--- config.mk ---
export PLATFORM = sky130hd
export DESIGN_NAME = time_date_counter
export DESIGN_NICKNAME = d
export VERILOG_FILES = /design/src/rtl/time_date_counter.sv
export SDC_FILE = /design/constraint.sdc
export NUM_CORES = 1
export LEC_CHECK = 0
export ABC_AREA = 1
export CORE_AREA = 4 4 141 102
export CTS_BUF_LIST = sky130_fd_sc_hd__clkbuf_16
export CTS_CLUSTER_SIZE = 40
export DETAILED_ROUTE_END_ITERATION = 12
export DIE_AREA = 0 0 145 106
export GPL_TIMING_DRIVEN = 0
export PLACE_DENSITY_LB_ADDON = 0.15
export RECOVER_POWER = 50
export REMOVE_ABC_BUFFERS = 1
export SLEW_MARGIN = 20
export SYNTH_ARGS = -nofsm -noshare
export SYNTH_HDL_FRONTEND = slang
export SYNTH_SLANG_ARGS = --single-unit
--- constraint.sdc ---
create_clock -name clk_32_768K -period 3.35 [get_ports clk_32_768K]
set_input_delay 0.5025 -clock clk_32_768K [delete_from_list [all_inputs] [get_ports clk_32_768K]]
set_output_delay 0.5025 -clock clk_32_768K [all_outputs]
set_load 0.02 [all_outputs]
--- src/rtl/time_date_counter.sv ---
// Real-time clock and calendar counter driven by a 32.768 kHz clock.
// Counts seconds through years with a month-length/leap-year aware day
// field. A set mode freezes time and lets push buttons edit one field at a
// time; an edit FSM selects the field and drives the blink/page hints.
module time_date_counter #(
    parameter int CLK_FREQ = 32768,
    parameter int YEAR_MAX = 99,
    parameter int YEAR_W   = 7
) (
    input  logic              clk_32_768K,
    input  logic              Rst_n,
    input  logic              Mode,
    input  logic              Sel_Next,
    input  logic              Inc,
    input  logic              Dec,
    input  logic              Clr,
    input  logic              Hour12,
    output logic [5:0]        Sec_Time,
    output logic [5:0]        Min_Time,
    output logic [4:0]        Hr_Time,
    output logic [4:0]        Hr_Disp,
    output logic              Pm,
    output logic [4:0]        Day_Date,
    output logic [3:0]        Mon_Date,
    output logic [YEAR_W-1:0] Year_Date,
    output logic [2:0]        Edit,
    output logic [1:0]        Blink,
    output logic              Display,
    output logic              Tick_1Hz,
    output logic              Day_Rollover
);

    localparam int                 PRESC_W    = $clog2(CLK_FREQ);
    localparam logic [PRESC_W-1:0] PRESC_LAST = PRESC_W'(CLK_FREQ - 1);
    localparam logic [YEAR_W-1:0]  YEAR_LAST  = YEAR_W'(YEAR_MAX);
    // Common width for the shared field-adjust helper.
    localparam int                 FW         = (YEAR_W > 6) ? YEAR_W : 6;

    typedef enum logic [2:0] {
        EDIT_SEC  = 3'd0,
        EDIT_MIN  = 3'd1,
        EDIT_HR   = 3'd2,
        EDIT_DAY  = 3'd3,
        EDIT_MON  = 3'd4,
        EDIT_YEAR = 3'd5
    } edit_e;

    // Synchronizer stages for {Clr, Dec, Inc, Sel_Next, Mode}; the third
    // stage holds the previous synchronized value for edge detection.
    logic [4:0] sync1_q, sync2_q, sync3_q;
    logic       mode_s, mode_rise;
    logic       sel_e, inc_e, dec_e, clr_e;

    logic [PRESC_W-1:0] presc_q;
    logic               sec_tick;

    logic [5:0]        sec_q, sec_n;
    logic [5:0]        min_q, min_n;
    logic [4:0]        hr_q, hr_n;
    logic [4:0]        day_q, day_n;
    logic [3:0]        mon_q, mon_n;
    logic [YEAR_W-1:0] year_q, year_n;
    logic [4:0]        dim_cur, dim_new;
    logic              tick_q, roll_q;

    edit_e edit_q, edit_n;

    function automatic logic [4:0] days_in_month(input logic [3:0] mon,
                                                 input logic [1:0] year_lo);
        case (mon)
            4'd2:                    return (year_lo == 2'b00) ? 5'd29 : 5'd28;
            4'd4, 4'd6, 4'd9, 4'd11: return 5'd30;
            default:                 return 5'd31;
        endcase
    endfunction

    // Clear to minimum, or step up/down with wrap inside [lo, hi].
    function automatic logic [FW-1:0] adjust(input logic [FW-1:0] v,
                                             input logic [FW-1:0] lo,
                                             input logic [FW-1:0] hi,
                                             input logic          do_clr,
                                             input logic          do_inc,
                                             input logic          do_dec);
        adjust = v;
        if (do_clr)
            adjust = lo;
        else if (do_inc && !do_dec)
            adjust = (v >= hi) ? lo : v + FW'(1);
        else if (do_dec && !do_inc)
            adjust = (v <= lo) ? hi : v - FW'(1);
    endfunction

    // Two-flop synchronizers plus one delay stage for edge detection.
    always_ff @(posedge clk_32_768K or negedge Rst_n) begin
        if (!Rst_n) begin
            sync1_q <= '0;
            sync2_q <= '0;
            sync3_q <= '0;
        end else begin
            // NOTE: non-blocking assignments so each stage samples the value
            // its predecessor held before this edge, forming a real pipeline.
            sync1_q <= {Clr, Dec, Inc, Sel_Next, Mode};
            sync2_q <= sync1_q;
            sync3_q <= sync2_q;
        end
    end

    assign mode_s    = sync2_q[0];
    assign mode_rise = sync2_q[0] & ~sync3_q[0];
    assign sel_e     = sync2_q[1] & ~sync3_q[1];
    assign inc_e     = sync2_q[2] & ~sync3_q[2];
    assign dec_e     = sync2_q[3] & ~sync3_q[3];
    assign clr_e     = sync2_q[4] & ~sync3_q[4];

    // Prescaler: counts cycles within a second, parked at 0 in set mode.
    always_ff @(posedge clk_32_768K or negedge Rst_n) begin
        if (!Rst_n)
            presc_q <= '0;
        else if (mode_s || presc_q == PRESC_LAST)
            presc_q <= '0;
        else
            presc_q <= presc_q + PRESC_W'(1);
    end

    assign sec_tick = ~mode_s & (presc_q == PRESC_LAST);
    assign dim_cur  = days_in_month(mon_q, year_q[1:0]);

    // Next time/date: carry chain on a tick, single-field edits in set mode.
    always_comb begin
        // NOTE: every variable written here gets a default first so no
        // path leaves it unassigned and no latch is inferred.
        sec_n   = sec_q;
        min_n   = min_q;
        hr_n    = hr_q;
        day_n   = day_q;
        mon_n   = mon_q;
        year_n  = year_q;
        dim_new = dim_cur;
        if (sec_tick) begin
            if (sec_q != 6'd59) begin
                sec_n = sec_q + 6'd1;
            end else begin
                sec_n = 6'd0;
                if (min_q != 6'd59) begin
                    min_n = min_q + 6'd1;
                end else begin
                    min_n = 6'd0;
                    if (hr_q != 5'd23) begin
                        hr_n = hr_q + 5'd1;
                    end else begin
                        hr_n = 5'd0;
                        if (day_q < dim_cur) begin
                            day_n = day_q + 5'd1;
                        end else begin
                            day_n = 5'd1;
                            if (mon_q != 4'd12) begin
                                mon_n = mon_q + 4'd1;
                            end else begin
                                mon_n  = 4'd1;
                                year_n = (year_q == YEAR_LAST) ? '0 : year_q + YEAR_W'(1);
                            end
                        end
                    end
                end
            end
        end else if (mode_s) begin
            case (edit_q)
                EDIT_SEC: sec_n = 6'(adjust(FW'(sec_q), FW'(0), FW'(59), clr_e, inc_e, dec_e));
                EDIT_MIN: min_n = 6'(adjust(FW'(min_q), FW'(0), FW'(59), clr_e, inc_e, dec_e));
                EDIT_HR:  hr_n  = 5'(adjust(FW'(hr_q), FW'(0), FW'(23), clr_e, inc_e, dec_e));
                EDIT_DAY: day_n = 5'(adjust(FW'(day_q), FW'(1), FW'(dim_cur), clr_e, inc_e, dec_e));
                EDIT_MON: begin
                    mon_n   = 4'(adjust(FW'(mon_q), FW'(1), FW'(12), clr_e, inc_e, dec_e));
                    dim_new = days_in_month(mon_n, year_q[1:0]);
                    if (day_q > dim_new)
                        day_n = dim_new;
                end
                EDIT_YEAR: begin
                    year_n  = YEAR_W'(adjust(FW'(year_q), FW'(0), FW'(YEAR_MAX), clr_e, inc_e, dec_e));
                    dim_new = days_in_month(mon_q, year_n[1:0]);
                    if (day_q > dim_new)
                        day_n = dim_new;
                end
                default: ;
            endcase
        end
    end

    // Time/date registers and the one-cycle status pulses.
    always_ff @(posedge clk_32_768K or negedge Rst_n) begin
        if (!Rst_n) begin
            sec_q  <= 6'd0;
            min_q  <= 6'd0;
            hr_q   <= 5'd0;
            day_q  <= 5'd1;
            mon_q  <= 4'd1;
            year_q <= '0;
            tick_q <= 1'b0;
            roll_q <= 1'b0;
        end else begin
            sec_q  <= sec_n;
            min_q  <= min_n;
            hr_q   <= hr_n;
            day_q  <= day_n;
            mon_q  <= mon_n;
            year_q <= year_n;
            tick_q <= sec_tick;
            roll_q <= sec_tick && sec_q == 6'd59 && min_q == 6'd59 && hr_q == 5'd23;
        end
    end

    // Edit FSM state register.
    always_ff @(posedge clk_32_768K or negedge Rst_n) begin
        if (!Rst_n)
            edit_q <= EDIT_SEC;
        else
            edit_q <= edit_n;
    end

    // Edit FSM next state: advance on Sel_Next in set mode, SEC on entry.
    always_comb begin
        edit_n = edit_q;
        case (edit_q)
            EDIT_SEC:  if (mode_s && sel_e) edit_n = EDIT_MIN;
            EDIT_MIN:  if (mode_s && sel_e) edit_n = EDIT_HR;
            EDIT_HR:   if (mode_s && sel_e) edit_n = EDIT_DAY;
            EDIT_DAY:  if (mode_s && sel_e) edit_n = EDIT_MON;
            EDIT_MON:  if (mode_s && sel_e) edit_n = EDIT_YEAR;
            EDIT_YEAR: if (mode_s && sel_e) edit_n = EDIT_SEC;
            default:   edit_n = EDIT_SEC;
        endcase
        if (mode_rise)
            edit_n = EDIT_SEC;
    end

    // Edit FSM outputs: blink group and display page for the selected field.
    always_comb begin
        Blink   = 2'b00;
        Display = 1'b0;
        if (mode_s) begin
            case (edit_q)
                EDIT_SEC:  begin Blink = 2'b01; Display = 1'b0; end
                EDIT_MIN:  begin Blink = 2'b10; Display = 1'b0; end
                EDIT_HR:   begin Blink = 2'b11; Display = 1'b0; end
                EDIT_DAY:  begin Blink = 2'b01; Display = 1'b1; end
                EDIT_MON:  begin Blink = 2'b10; Display = 1'b1; end
                EDIT_YEAR: begin Blink = 2'b11; Display = 1'b1; end
                default:   begin Blink = 2'b00; Display = 1'b0; end
            endcase
        end
    end

    // 12/24-hour display conversion.
    always_comb begin
        Hr_Disp = hr_q;
        Pm      = 1'b0;
        if (Hour12) begin
            Pm = (hr_q >= 5'd12);
            if (hr_q == 5'd0 || hr_q == 5'd12)
                Hr_Disp = 5'd12;
            else if (hr_q > 5'd12)
                Hr_Disp = hr_q - 5'd12;
        end
    end

    assign Sec_Time     = sec_q;
    assign Min_Time     = min_q;
    assign Hr_Time      = hr_q;
    assign Day_Date     = day_q;
    assign Mon_Date     = mon_q;
    assign Year_Date    = year_q;
    assign Edit         = edit_q;
    assign Tick_1Hz     = tick_q;
    assign Day_Rollover = roll_q;

endmodule

== Yosys cells after proc, flatten, opt, wreduce, memory -nomap -nowiden ==
Index checks and enable logic that the tools add are counted.
Storage, ports and cells
  bits in registers: 68
  bits of input ports: 8
  output and inout port bits: 47
  logic and storage cells: 242
Operators by class
  $add $sub $neg: 19
  order comparisons: 17
  eq/ne operators: 39
  mux-type cells: 105
  bitwise gates (word level): 12
  reductions and logical operators: 36
Operator list (number)
  2-to-1 mux 5 bit: 33
  2-to-1 mux 7 bit: 17
  2-to-1 mux 6 bit: 19
  2-to-1 mux 4 bit: 16
  adder 6 x 1 -> 6 bit, second input constant: 4
  inequality test 3 bit, second input constant: 8
  2-to-1 mux 3 bit: 7
  adder 5 x 1 -> 5 bit, second input constant: 4
  one-hot mux 3 bit (6 select lines): 1
  == test 4 x 3 -> 1 bit, second input constant: 4
  == test 4 bit, second input constant: 4
  AND reduction 8 bit: 2
  adder 15 x 1 -> 15 bit, second input constant: 1
  == test 15 bit, second input constant: 1
  2-to-1 mux 15 bit: 1
  one-hot mux 5 bit (3 select lines): 1
  == test 6 bit, second input constant: 2
  greater-or-equal comparator 6 bit, second input constant: 2
  less-or-equal comparator 6 x 1 -> 1 bit, second input constant: 2
  inequality test 6 bit, second input constant: 2
  one-hot mux 2 bit (2 select lines): 3
  AND reduction 6 bit: 2
  nonzero test 2 bit: 6
  subtractor 6 x 1 -> 6 bit, second input constant: 2
  other kinds (46): 84

== Logic depth before layout (Yosys ltp) ==
Gate-level depths: netlist of run 1.
  depth in word-level cells: 21
  gate-level depth with buffers: 24
  gate-level depth less buffers: 24

== Worst setup path after synthesis of run 1 ==
OpenSTA, ideal clock, no wires.
  path type: register -> register
  from: reg mon_q[0] (netlist: Mon_Date[0])
  to: reg day_q[4] (netlist: Day_Date[4])
  setup time: 0.123 ns
  arrival: 2.606 ns
  required time: 3.227 ns
  slack: 0.621 ns
  stages on the path, launching flop included: 22
  buffers on the path: 0
  period minus slack after synthesis: 2.729 ns
  path through: dfstp_2 inv_1 ha_1 nand2_1 nand2_1 nand2_1 inv_1 nor2_1 nand2_1 nand2_1 nand4_1 and2_1 ha_1 nand2_1 o211ai_1 nand3_1 nand2_1 nor2_1 nand2_2 clkinv_2 o21ai_0 nand2_1
On the way
  cells in the longest elaborated chain, start to end: 17
  elaborated cells between the ends (all ways): 50
  classes of those cells: add/sub: 2; order compare: 6; eq/ne: 12; mux: 27; reduce/logical: 3
Ends and longest elaborated chain
  start, declared: RTL line 61  | logic [3:0] mon_q, mon_n;
  start signal, assigned: RTL line 205  | mon_q <= mon_n;
  subtractor 4 x 1 -> 4 bit / less-or-equal comparator 4 x 1 -> 1 bit (equally long branches): RTL line 90  | adjust = (v <= lo) ? hi : v - FW'(1);
  2-to-1 mux 4 bit: RTL line 90
  2-to-1 mux 4 bit: RTL line 89  | else if (do_dec && !do_inc)
  2-to-1 mux 4 bit: RTL line 87  | else if (do_inc && !do_dec)
  2-to-1 mux 4 bit: RTL line 85  | if (do_clr)
  2-to-1 mux 4 bit: RTL line 167  | case (edit_q)
  2-to-1 mux 4 bit: RTL line 166  | end else if (mode_s) begin
  2-to-1 mux 4 bit: RTL line 139  | if (sec_tick) begin
  == test 4 x 3 -> 1 bit / == test 4 bit (equally long branches): RTL line 70  | case (mon)
  OR reduction 4 bit: RTL line 70
  one-hot mux 2 bit (2 select lines): RTL line 70
  2-to-1 mux 5 bit: RTL line 167
  2-to-1 mux 5 bit: RTL line 166
  2-to-1 mux 5 bit: RTL line 139
  > comparator 5 bit: RTL line 175  | if (day_q > dim_new)
  inequality test 3 bit (no source line)
  AND reduction 8 bit (no source line)
  end signal, assigned: RTL line 204  | day_q <= day_n;
  end, declared: RTL line 60  | logic [4:0] day_q, day_n;
Parallel ways exist; a longest one is shown, timed or not. The select of a mux whose other input is x is not followed.
A chain may end at the register's enable or synchronous reset.

== Final worst setup path of run 1 ==
  from: reg year_q[0] (netlist: Year_Date[0])
  to: reg day_q[2] (netlist: Day_Date[2])
On the way
  cells in the longest elaborated chain, start to end: 17
  elaborated cells between the ends (all ways): 42
  classes of those cells: add/sub: 2; order compare: 6; eq/ne: 2; mux: 29; reduce/logical: 3
Ends and longest elaborated chain
  start, declared: RTL line 62  | logic [YEAR_W-1:0] year_q, year_n;
  start signal, assigned: RTL line 206  | year_q <= year_n;
  subtractor 7 x 1 -> 7 bit / less-or-equal comparator 7 x 1 -> 1 bit (equally long branches): RTL line 90
  2-to-1 mux 7 bit: RTL line 90
  2-to-1 mux 7 bit: RTL line 89
  2-to-1 mux 7 bit: RTL line 87
  2-to-1 mux 7 bit: RTL line 85
  2-to-1 mux 7 bit: RTL line 167
  2-to-1 mux 7 bit: RTL line 166
  2-to-1 mux 7 bit: RTL line 139
  zero test 2 bit: RTL line 71  | 4'd2: return (year_lo == 2'b00) ? 5'd29 : 5'd28;
  2-to-1 mux 1 bit: RTL line 71
  one-hot mux 2 bit (2 select lines): RTL line 70
  2-to-1 mux 5 bit: RTL line 167
  2-to-1 mux 5 bit: RTL line 166
  2-to-1 mux 5 bit: RTL line 139
  > comparator 5 bit: RTL line 181  | if (day_q > dim_new)
  inequality test 3 bit (no source line)
  AND reduction 8 bit (no source line)
Parallel ways exist; a longest one is shown, timed or not. The select of a mux whose other input is x is not followed.

==> flow_summary.ini, run 1 <==
[power]
clkPwrFrac = 0.185
p_int_mw = 2.55
power_frac_comb = 0.541
powerDensity_mw_per_mm2 = 750
ir_drop_mv = 0.357
seqPwrFrac = 0.274
finalPower_mw = 4.75
swShare = 0.463
switching_power_mw = 2.20
leakage_nw = 2.93

[final_layout]
syn_to_final_growth_pct = 18.1
fillers = 1258
fin_cells = 1007
design_area_mm2 = 0.00634
antenna_cells = 0
drive_above_1_share = 0.0690
layout.nets = 873

[setup_path]
r2r_slack_ps = 260
cpPeakStageDelay_ps = 490
crit-reg2reg-launch = Year_Date[0]$_DFFE_PN0P_
endpoint_kind = register
critPathLaunchType = register
reg2reg_depth = 21
critPathBufInv = 3
critPathMostFrequentCell = nand2_1
arrival_ps = 3340
crit_end = Day_Date[2]$_DFFE_PN0P_
crit_family = simple AND/OR/NAND/NOR gates
path_cells = inv_1, ha_1, inv_1, nor2_1, nand2_1, nand2_1, nand2_1, nand2_1, nand2_1, nand2_1, a21oi_1, ha_1, o31ai_1, nand2_1, nand3_1, nand2_1, nor2_1, nand2_2, clkinv_2, nand2_1, o21ai_0
cp.required_ps = 3600
worstSetupStartpoint = Year_Date[0]$_DFFE_PN0P_
r2r-end = Day_Date[2]$_DFFE_PN0P_
critPathKind = reg2reg
crit_slowest_cell = dfrtp_1
cp_num_cells = 21
worst-path-max-fanout = 9

[floorplan]
fp.dieH_um = 106
core_area_mm2 = 0.0130
io_pins = 55
row_count = 35
die_x_um = 145
initial_core_util = 0.413
die_area_mm2 = 0.0154

[placed_design]
dp_hpwl_um = 10800
place_congestion = 0.908
portBuffers = 54
placed_area_mm2 = 0.00605
dpl.cell_count = 987
post-place-ws_ps = -844

[sta]
min_period_ps = 3090
worst_slack_ps = 259
rsz0062_at_grt = false
worstMarginPinSlew_ps = 1290
setup_viol = 0
fin_crit_sh = 0.923
drv_slew = 0
tns_ps = 0
relSlewSlack = 0.140
fmax_mhz = 324
hold_violations = 0
skew_ps = 6.26

[global_route]
grt_max_degree = 51
grt.total_usage = 0.195
antenna_found_initial = 0
grt_pass1_vias = 4925
grt_pass1_wl_um = 24800
globalRouteOverflowTotal = 0

[logic_synthesis]
syn_area_per_cell_um2 = 6.83
netlist_instances = 785
ys_warn_count = 0
synth.distinct_cells = 45
ys_seq_area_frac = 0.318
ys_ff_latch = 68
syn_area_mm2 = 0.00537

[routing]
drt-vias-per-instance = 5.28
wire_per_inst_um = 14.9
detail_route.iter0.violations = 399
drtAntennaViolNets = 0
wl_um = 15000
firstDrtPassIters = 7
remaining_drc_errors = 0
vias = 5317

[clocking]
cts_buffers = 9
tritoncts = done
clock-sinks = 68
cts.clk_slew.worst_paths_ps = 60
cts_root_buf = clkbuf_16
htreeDepth = 3
ctsLongestPathBuffers = 2
clock_latency_ps = 340

[outcome]
outcome = complete, no violations

[hold_path]
min_path_type = in2async

[job]
drv_cap = 0
==> timing repair <==
item,CTS,global route
endpoints found under the setup margin,5,9
buffers inserted,0,4
hold buffers,0,0
gates resized for setup,3,5
pin swaps,0,1
==> through the flow <==
step / util / hold WS [ps]
2_1_floorplan: - / 207
3_3_place_gp: 0.463 / 336
3_5_place_dp: 0.465 / 335
4_1_cts: 0.487 / 54.3
5_1_grt: 0.487 / 345
6_report: 0.487 / 348
==> worst min-delay path by stage <==
stage	startpoint	endpoint	slack (ps)
CTS	Rst_n	Sec_Time[1]$_DFFE_PN0P_	50
global route	sync1_q[4]$_DFF_PN0_	sync2_q[4]$_DFF_PN0_	350
finish	Rst_n	Year_Date[0]$_DFFE_PN0P_	350
floorplan	Rst_n	Day_Date[1]$_DFFE_PN0P_	210
global placement	sync1_q[2]$_DFF_PN0_	sync2_q[2]$_DFF_PN0_	340
detailed placement	sync1_q[2]$_DFF_PN0_	sync2_q[2]$_DFF_PN0_	330
==> cells in the final DEF, fill, tap and decap left out, types with 2 or more instances in the layout <==
cell type and instances:
nand2_1 197, inv_1 93, nor2_1 88, nand3_1 72
o21ai_0 69, dfrtp_1 66, clkdlybuf4s50_1 48, ha_1 26
a21oi_1 24, xor2_1 22, nor3_1 14, o22ai_1 11
xnor2_1 9, clkbuf_16 9, o21ai_1 8, nand4_1 7
clkinv_2 7, nand2_2 6, o211ai_1 5, o31ai_1 5
dlygate4sd3_1 5, a31oi_1 4, o21ai_2 4, nand3_2 3
nand2_4 3, buf_4 3, dfstp_2 2, nor3_2 2
nor3b_1 2, nor2_2 2, a21oi_4 2, ha_4 2
clkinvlp_4 2
==> layout make-up <==
type	instances	area, um^2	share of cell area
inverter	100	388	0.0612
clock inverter	7	42.5	0.00671
timing repair buffer	59	577	0.0910
clock buffer	9	225	0.0355
tap	166	208	0.0328
sequential	68	1700	0.269
multi-input combinational	598	3190	0.504
==> flip-flops by register name (all words and copies together), names as in the netlist, 5 cells and up <==
name       flops
Day_Date       5
sync3_q        5
presc_q       15
sync2_q        5
Year_Date      7
Min_Time       6
Hr_Time        5
sync1_q        5
Sec_Time       6
==> layer usage <==
layer  track usage  part of all wire  up-vias
met5             0                 0        -
met1         0.295              0.52     2462
met2         0.278              0.41      163
met3        0.0413             0.057       18
met4        0.0569             0.014        0
li1              -                 -     2674
==> power by group through the flow <==
stage | clock network, mW | registers, mW | logic [mW]
floorplan | 0 | 1.42 | 1.56
global placement | 0 | 1.31 | 2.49
detailed placement | 0 | 1.31 | 2.52
CTS | 0.902 | 1.30 | 2.54
global route | 0.933 | 1.34 | 2.90
finish | 0.879 | 1.30 | 2.57
==> worst reg2reg max path: stages (launching register included) <==
cell and delay (ps):
dfrtp_1 490, inv_1 150, ha_1 200, inv_1 140, nor2_1 170, nand2_1 160
nand2_1 110, nand2_1 50, nand2_1 60, nand2_1 80, nand2_1 130, a21oi_1 100
ha_1 180, o31ai_1 240, nand2_1 140, nand3_1 90, nand2_1 70, nor2_1 110
nand2_2 120, clkinv_2 100, nand2_1 50, o21ai_0 80
==> cells in the mapped netlist, drive strengths merged <==
cell type / n / area share
inv: 95 / 0.067
o31ai: 5 / 0.0070
nor4: 1 / 0.0012
o211ai: 5 / 0.0070
and2: 1 / 0.0012
dfstp: 2 / 0.0098
o22ai: 11 / 0.013
o311ai: 1 / 0.0016
nor3b: 2 / 0.0028
nand4: 7 / 0.0082
a22oi: 1 / 0.0014
a21oi: 27 / 0.030
buf: 11 / 0.012
nor2: 90 / 0.064
xor2: 22 / 0.036
clkbuf: 8 / 0.0056
nand2: 206 / 0.15
dfrtp: 66 / 0.31
ha: 29 / 0.068
clkinv: 5 / 0.0044
a31oi: 4 / 0.0047
nor3: 16 / 0.019
a211oi: 2 / 0.0037
nand3: 76 / 0.077
xnor2: 9 / 0.015
o21ai: 82 / 0.081
and3: 1 / 0.0012
==> kinds of logic (layout without fill, tap and decap cells) <==
logic type                 Yosys count  count (layout)  synth area share
AOI/OAI and AO/OA                  138             138             0.150
and+or+nand+nor                    400             400             0.326
adders and majority gates           29              29            0.0676
buffers and inverters              119             175            0.0886
xor gates and xnor gates            31              31            0.0506
DFF                                 68              68             0.318
No activity file was read; power rests on OpenSTA's default activity.
==> run 2, diff against run 1 <==
HOLD_SLACK_MARGIN = 0.12   (was not set)
SKIP_CTS_REPAIR_TIMING = 1   (was not set)
==> run 2 against run 1 <==
Register-to-register slack improved by 20 ps. Clock skew up 1.6 ps. Sequential power barely moved. Global-route usage hardly changed. Clock-buffer cell count unchanged. First-iteration DRC count is 9.5% higher. Routed wire length up 0.82%. Critical path type unchanged. Largest cell class unchanged.
==> flow_summary.ini, run 2 (synthesis results as in run 1) <==
[final_layout]
largest_register_ffs = 15
layout_common_cells = nand2_1, inv_1, nor2_1
fin_cells = 1010
antenna_cells = 0
fillers = 1259
regMostFlops = presc_q
final_util = 0.489
syn_to_final_growth_pct = 18.5
design_area_mm2 = 0.00636
drive_above_1_share = 0.0711
final_common_cell = nand2_1
layout.nets = 876

[setup_path]
worst-path-max-fanout = 9
endpoint_kind = register
cp.required_ps = 3600
critPathLaunchType = register
path_cells = inv_1, ha_1, inv_1, nor2_1, nand2_1, nand2_1, nand2_1, nand2_1, nand2_1, nand2_1, a21oi_1, ha_1, o31ai_1, nand2_1, nand3_1, nand2_1, nor2_1, nand2_2, clkinv_2, nand2_1, o21ai_0
critPathKind = reg2reg
crit_slowest_cell = dfrtp_1
cpPeakStageDelay_ps = 490
arrival_ps = 3320
critPathMostFrequentCell = nand2_1

[clocking]
ctsLongestPathBuffers = 2
htreeDepth = 3
cts_root_buf = clkbuf_16
clock-sinks = 68
tritoncts = done
cts_buffers = 9
clock_latency_ps = 340
cts.clk_slew.worst_paths_ps = 60

[floorplan]
die_area_mm2 = 0.0154
initial_core_util = 0.413
row_count = 35
io_pins = 55
fp.dieH_um = 106
core_area_mm2 = 0.0130
die_x_um = 145

[sta]
fmax_mhz = 325
skew_ps = 7.83
setup_viol = 0
rsz0062_at_grt = false
min_period_ps = 3080
drv_slew = 0
relSlewSlack = 0.147
hold_violations = 0
worstMarginPinSlew_ps = 1280
fin_crit_sh = 0.918

[placed_design]
portBuffers = 54
placed_area_mm2 = 0.00605
dp_hpwl_um = 10800
place_congestion = 0.908
dpl.cell_count = 987

[power]
leakage_nw = 2.94
ir_drop_mv = 0.355
powerDensity_mw_per_mm2 = 747

[routing]
remaining_drc_errors = 0
wl_um = 15100
firstDrtPassIters = 5
drt-vias-per-instance = 5.26
vias = 5317
drtAntennaViolNets = 0
wire_per_inst_um = 15.0
detail_route.iter0.violations = 437

[hold_path]
min_path_type = reg2reg

[global_route]
antenna_found_initial = 0
globalRouteOverflowTotal = 0
grt_pass1_wl_um = 24800
grt.total_usage = 0.195
grt_max_degree = 51
grt_pass1_vias = 4914

[outcome]
outcome = complete, no violations

[job]
drv_cap = 0
[run 2: final timing paths]
kind                                     startpoint                        to  slack, ps  depth (start not counted)
hold reg to reg                sync1_q[4]$_DFF_PN0_      sync2_q[4]$_DFF_PN0_        350                          0
max in group asynchronous                     Rst_n      sync2_q[0]$_DFF_PN0_        620                          3
setup reg to reg           Year_Date[0]$_DFFE_PN0P_   Day_Date[2]$_DFFE_PN0P_        270                         21
setup / recovery           Year_Date[0]$_DFFE_PN0P_   Day_Date[2]$_DFFE_PN0P_        270                         21
hold / removal                 sync1_q[4]$_DFF_PN0_      sync2_q[4]$_DFF_PN0_        350                          0
min in group asynchronous                     Rst_n  Year_Date[0]$_DFFE_PN0P_        890                          2
[run 2: per-stage QoR]
stage | hold WS [ps] | setup WS (ps) | TNS (ps) | power, mW
CTS | 54.3 | -858 | -4170 | 4.74
floorplan | 207 | -7.55 | -14.4 | 2.98
global placement | 336 | -1450 | -56070 | 3.80
global route | 345 | 32.9 | 0 | 5.18
finish | 346 | 274 | 0 | 4.75
detailed placement | 335 | -844 | -4100 | 3.83
[run 2: power breakdown]
part	switching [mW]	internal, mW
Sequential	0.305	0.994
Clock	0.383	0.497
Combinational	1.51	1.06
[run 2: critical path, delay by kind of cell (launching register included)]
family	cells	cell delay [ps]
buffers and inverters	3	380
adder cells (fa/ha/maj)	2	380
AND/OR/NAND/NOR	13	1320
flip-flops	1	490
AO/OA/AOI/OAI	3	420
[run 2: layer usage]
layer,GRT usage,up-vias,share of wire
li1,-,2675,-
met1,0.295,2450,0.52
met2,0.281,171,0.40
met3,0.0383,21,0.062
met4,0.0563,0,0.013
met5,0,-,0
[run 2: cell type report]
class,count,area (um^2),share of cell area
multi-input cells,598,3190,0.502
clock buffers,9,225,0.0354
clock inverters,7,42.5,0.00669
inverters,100,387,0.0608
well taps,166,208,0.0327
repair inverters,1,5.00,0.000787
flip-flops and latches,68,1700,0.268
repair buffers,61,594,0.0934
==> run 3, diff against run 2 <==
CAP_MARGIN = 30   (was not set)
==> results of run 3 <==
Final layout, timing and power as in run 2 (identical DEF).
